--- src/rtl/mem_port_arbiter.sv ---
// Arbiter sharing one single-ported RAM between instruction fetch and the MEM stage; data wins.
// Define ARB_WDOG_EN to abort accesses whose ack never arrives (sticky err_o).
module mem_port_arbiter #(
    parameter int unsigned ADDR_W      = 32,
    parameter int unsigned DATA_W      = 32,
    parameter int unsigned WDOG_CYCLES = 255
) (
    input  logic                clk,
    input  logic                rst,
    input  logic                if_req_i,
    input  logic [ADDR_W-1:0]   if_addr_i,
    output logic [DATA_W-1:0]   if_data_o,
    output logic                if_done_o,
    input  logic                flush_i,
    output logic                stallreq_from_if,
    input  logic                dm_req_i,
    input  logic                dm_we_i,
    input  logic [DATA_W/8-1:0] dm_sel_i,
    input  logic [ADDR_W-1:0]   dm_addr_i,
    input  logic [DATA_W-1:0]   dm_wdata_i,
    output logic [DATA_W-1:0]   dm_rdata_o,
    output logic                dm_done_o,
    output logic                stallreq_from_mem,
    output logic                ram_req_o,
    output logic                ram_we_o,
    output logic [DATA_W/8-1:0] ram_sel_o,
    output logic [ADDR_W-1:0]   ram_addr_o,
    output logic [DATA_W-1:0]   ram_wdata_o,
    input  logic [DATA_W-1:0]   ram_rdata_i,
    input  logic                ram_ack_i,
    output logic                err_o
);

    typedef enum logic [1:0] {IDLE, DM_BUSY, IF_BUSY} state_t;

    state_t                state, state_n;
    logic                  ram_req_n, ram_we_n;
    logic [DATA_W/8-1:0]   ram_sel_n;
    logic [ADDR_W-1:0]     ram_addr_n;
    logic [DATA_W-1:0]     ram_wdata_n, if_data_n, dm_rdata_n;
    logic                  if_done_q, if_done_n, dm_done_n;
    logic                  kill, kill_n;
    logic                  abort;

    assign if_done_o         = if_done_q & ~flush_i;
    assign stallreq_from_if  = if_req_i & ~if_done_o;
    assign stallreq_from_mem = dm_req_i & ~dm_done_o;

    always_ff @(posedge clk or posedge rst) begin
        if (rst) begin
            state       <= IDLE;
            ram_req_o   <= 1'b0;
            ram_we_o    <= 1'b0;
            ram_sel_o   <= '0;
            ram_addr_o  <= '0;
            ram_wdata_o <= '0;
            if_data_o   <= '0;
            dm_rdata_o  <= '0;
            if_done_q   <= 1'b0;
            dm_done_o   <= 1'b0;
            kill        <= 1'b0;
        end else begin
            state       <= state_n;
            ram_req_o   <= ram_req_n;
            ram_we_o    <= ram_we_n;
            ram_sel_o   <= ram_sel_n;
            ram_addr_o  <= ram_addr_n;
            ram_wdata_o <= ram_wdata_n;
            if_data_o   <= if_data_n;
            dm_rdata_o  <= dm_rdata_n;
            if_done_q   <= if_done_n;
            dm_done_o   <= dm_done_n;
            kill        <= kill_n;
        end
    end

    always_comb begin
        state_n     = state;
        ram_req_n   = ram_req_o;
        ram_we_n    = ram_we_o;
        ram_sel_n   = ram_sel_o;
        ram_addr_n  = ram_addr_o;
        ram_wdata_n = ram_wdata_o;
        if_data_n   = if_data_o;
        dm_rdata_n  = dm_rdata_o;
        if_done_n   = 1'b0;
        dm_done_n   = 1'b0;
        kill_n      = kill;
        unique case (state)
            IDLE: begin
                kill_n = 1'b0;
                // A requester in its done cycle still holds req; masking it avoids a replay.
                if (dm_req_i && !dm_done_o) begin
                    ram_req_n   = 1'b1;
                    ram_we_n    = dm_we_i;
                    ram_sel_n   = dm_sel_i;
                    ram_addr_n  = dm_addr_i;
                    ram_wdata_n = dm_wdata_i;
                    state_n     = DM_BUSY;
                end else if (if_req_i && !if_done_o && !flush_i) begin
                    ram_req_n  = 1'b1;
                    ram_we_n   = 1'b0;
                    ram_sel_n  = '1;
                    ram_addr_n = if_addr_i;
                    state_n    = IF_BUSY;
                end
            end
            DM_BUSY: begin
                if (ram_ack_i) begin
                    ram_req_n = 1'b0;
                    dm_done_n = 1'b1;
                    state_n   = IDLE;
                    if (!ram_we_o) dm_rdata_n = ram_rdata_i;
                end else if (abort) begin
                    ram_req_n  = 1'b0;
                    dm_done_n  = 1'b1;
                    dm_rdata_n = '0;
                    state_n    = IDLE;
                end
            end
            IF_BUSY: begin
                if (flush_i) kill_n = 1'b1;
                if (ram_ack_i || abort) begin
                    ram_req_n = 1'b0;
                    kill_n    = 1'b0;
                    state_n   = IDLE;
                    // A flush in the completing cycle kills the fetch just like an earlier one.
                    if (!kill && !flush_i) begin
                        if_done_n = 1'b1;
                        if_data_n = ram_ack_i ? ram_rdata_i : '0;
                    end
                end
            end
            default: state_n = IDLE;
        endcase
    end

`ifdef ARB_WDOG_EN
    localparam int unsigned CNT_W = $clog2(WDOG_CYCLES + 1);

    logic [CNT_W-1:0] wdog_cnt;
    logic             err_q;

    // Abort on the edge that would bring the count to WDOG_CYCLES.
    assign abort = (state != IDLE) && !ram_ack_i && (wdog_cnt == CNT_W'(WDOG_CYCLES - 1));
    assign err_o = err_q;

    always_ff @(posedge clk or posedge rst) begin
        if (rst) begin
            wdog_cnt <= '0;
            err_q    <= 1'b0;
        end else begin
            if (state == IDLE)  wdog_cnt <= '0;
            else if (!ram_ack_i) wdog_cnt <= wdog_cnt + CNT_W'(1);
            if (abort) err_q <= 1'b1;
        end
    end
`else
    logic unused_wdog;
    assign unused_wdog = ^WDOG_CYCLES;
    assign abort       = 1'b0;
    assign err_o       = 1'b0;
`endif

endmodule

--- config.mk ---
export PLATFORM = sky130hd
export DESIGN_NAME = mem_port_arbiter
export DESIGN_NICKNAME = d
export VERILOG_FILES = /design/src/rtl/mem_port_arbiter.sv
export SDC_FILE = /design/constraint.sdc
export NUM_CORES = 1
export LEC_CHECK = 0
export BUFFER_PORTS_ARGS = -buffer_cell sky130_fd_sc_hd__buf_2
export CAP_MARGIN = 20
export CORE_ASPECT_RATIO = 1.1
export CORE_MARGIN = 8
export CORE_UTILIZATION = 46
export CTS_CLUSTER_SIZE = 24
export DETAILED_ROUTE_END_ITERATION = 8
export PLACE_DENSITY_LB_ADDON = 0.3
export SYNTH_ARGS = -nofsm -noshare
export SYNTH_HDL_FRONTEND = slang
export SYNTH_SLANG_ARGS = --single-unit
--- constraint.sdc ---
create_clock -name clk -period 6 [get_ports clk]
set_clock_uncertainty 0.1 [all_clocks]
set_input_delay 1.2 -clock clk [delete_from_list [all_inputs] [get_ports clk]]
set_output_delay 1.2 -clock clk [all_outputs]
set_load 0.02 [all_outputs]
==> out/metrics.cfg <==
[routing]
postRouteAntennaNets=0
drt_iter0_drc=96
via_count=3971
wl_um=14800
first_pass_iters=4
wl_per_cell_um=18.5
viasPerCell=4.95
drcViolationCount=0

[worst_setup_path]
reg2reg_from=dm_done_o
slowest_delay_ns=0.62
crit_arrival_ns=2.27
path_buf_inv=3
crit_path_end_kind=output pin
cp_data_required_time_ns=4.70
reg2reg_slack_ns=3.32
critical_path_peak_fanout=37
crit_type=in -> out
cpMaxStageDelayCell=nand2b_2
crit_top_cell=buf_2
startpoint_type=primary input
r2r-end=ram_addr_o[20]
cp_top_family=simple AND/OR/NAND/NOR gates
ff2ff_path_depth=4
path_cells=buf_2, nand2b_2, inv_2, buf_2

[timing]
tns_ns=0
tightest_slew_ns=0.889
fmax_mhz=280
finalHoldViolations=0
relSlewSlack=0.407
maxSlewViolCount=0
period_needed_ns=3.57
rsz0062_at_grt=no
fin_crit_sh=0.595
finalSetupViolCount=0

[clock_network]
cts_max_path_buffers=2
cts_setup_buffers=0
cts-hold-fix-buffers=0
post_cts_resize_count=0
clk_latency_ns=0.40
cts_root_buffer=clkbuf_16
htree_levels=4
cts_tree=done
cts_buffers=17
clk_pin_slew_ns=0.06
clock_sinks=139

[die]
fp.dieH_um=133
pin_count=278
dieArea_um2=16200
initial_core_util=0.472
core-area_um2=12100
rows=42
die_w_um=122

[power]
leakagePower_nw=3.87
powerDensity_nw_per_um2=599
irDropWorstVdd_v=0.000339

[cells_and_area]
nets=780
drive_gt1_frac=0.724
final_common_cell=buf_2
n_antenna_cell=0
area_delta_synth_final_pct=36.4
fin_area_um2=7780
layout_common_cells=276 x buf_2, 146 x mux2_2, 139 x dfrtp_1

[global_routing]
grt_max_degree=73
antenna_found_initial=0
grt_pass1_vias=4543
grt_pass1_wl_um=23300
grt.total_usage=0.182
overflow=0

[synthesis]
synth-edff-count=0
seq_area_frac_synth=0.610
synth_area_per_cell_um2=15.9
synth-seq-cells=139
ys.flop_type=dfrtp_1
postSynthCellCount=358
synth.cell_area_um2=5700
synth_cell_types=31
synthTopCellsByArea=dfrtp_1 61%, mux2_2 29%, mux2_4 1.8%
yosysWarningCount=0
async_reset_ff_frac=1.00
synth_top_area_share=0.610
synthesis.nets=501
yosysTopAreaCell=dfrtp_1

[run_status]
outcome=complete, no violations

[place]
post_dp_cell_area_um2=7190
gp_congestion=0.768
dpl.hpwl_um=11400
numPortBuffers=276

[min_path]
hold_start=ram_addr_o[6]
min_to=ram_addr_o[6]
whs_path_depth=1
holdCritPathClass=reg -> reg

[run]
maxCapViolations=0

cell type report:
class / instances / area [um^2]
clock inverter: 12 / 149
clock buffer: 18 / 439
timing repair buffer: 280 / 1410
sequential: 139 / 3480
tap: 154 / 193
multi-input combinational: 192 / 2070
fill: 946 / 4310
inverter: 7 / 31.3
state kept, by name, indices dropped and copies added (netlist names):
signal       cells
state            2
if_done_q        1
if_data_o       32
dm_done_o        1
ram_addr_o      32
ram_req_o        1
dm_rdata_o      32
kill             1
ram_wdata_o     32
ram_sel_o        4
ram_we_o         1
worst max-delay path by stage:
stage	from	end	slack, ns	cells past startpoint
2_1_floorplan	rst	dm_done_o	0.98	1
3_3_place_gp	dm_req_i	stallreq_from_mem	2.49	4
4_1_cts	dm_req_i	stallreq_from_mem	2.41	4
5_1_grt	dm_req_i	stallreq_from_mem	2.33	4
3_5_place_dp	dm_req_i	stallreq_from_mem	2.41	4
6_report	dm_req_i	stallreq_from_mem	2.43	4
synthesized netlist by cell type (3+ instances only):
| cell type | n |
|---|---|
| inv_1 | 6 |
| mux2_2 | 146 |
| nor2b_1 | 3 |
| ha_1 | 4 |
| mux2_1 | 7 |
| dfrtp_1 | 139 |
| buf_2 | 13 |
| o22a_1 | 4 |
| mux2_4 | 7 |
through the flow:
step | power, W | instances | utilization | worst slack, ns | hold WS (ns)
after floorplan | 0.00295 | 358 | - | 0.975 | 0.411
after global placement | 0.00360 | 772 | 0.595 | 2.49 | 0.367
after detailed placement | 0.00367 | 772 | 0.595 | 2.41 | 0.371
after CTS | 0.00473 | 802 | 0.643 | 2.41 | 0.383
after global routing | 0.00492 | 802 | 0.643 | 2.33 | 0.393
final | 0.00466 | 802 | 0.643 | 2.43 | 0.377
routing by layer:
metal,share of wire,track usage
met1,0.35,0.185
met4,0.010,0.0522
met3,0.12,0.0889
met2,0.52,0.320
met5,0,0
power breakdown:
part | leakage, nW | switching (W) | internal [W]
Sequential | 1.65 | 0.000227 | 0.00141
Combinational | 1.93 | 0.00114 | 0.000848
Clock | 0.292 | 0.000381 | 0.000659
Total | 3.87 | 0.00174 | 0.00291
cells by family (layout without fill, tap and decap cells):
| logic type | after synthesis | count (layout) | synth area share |
|---|---|---|---|
| flops | 139 | 139 | 0.610 |
| simple gates | 15 | 15 | 0.0152 |
| mux | 160 | 160 | 0.321 |
| buf+inv | 27 | 317 | 0.0274 |
| fa+ha+maj | 4 | 4 | 0.00878 |
| other cells | 1 | 1 | 0.000658 |
| compound gates | 12 | 12 | 0.0169 |
(Power assumes the default switching activity.)
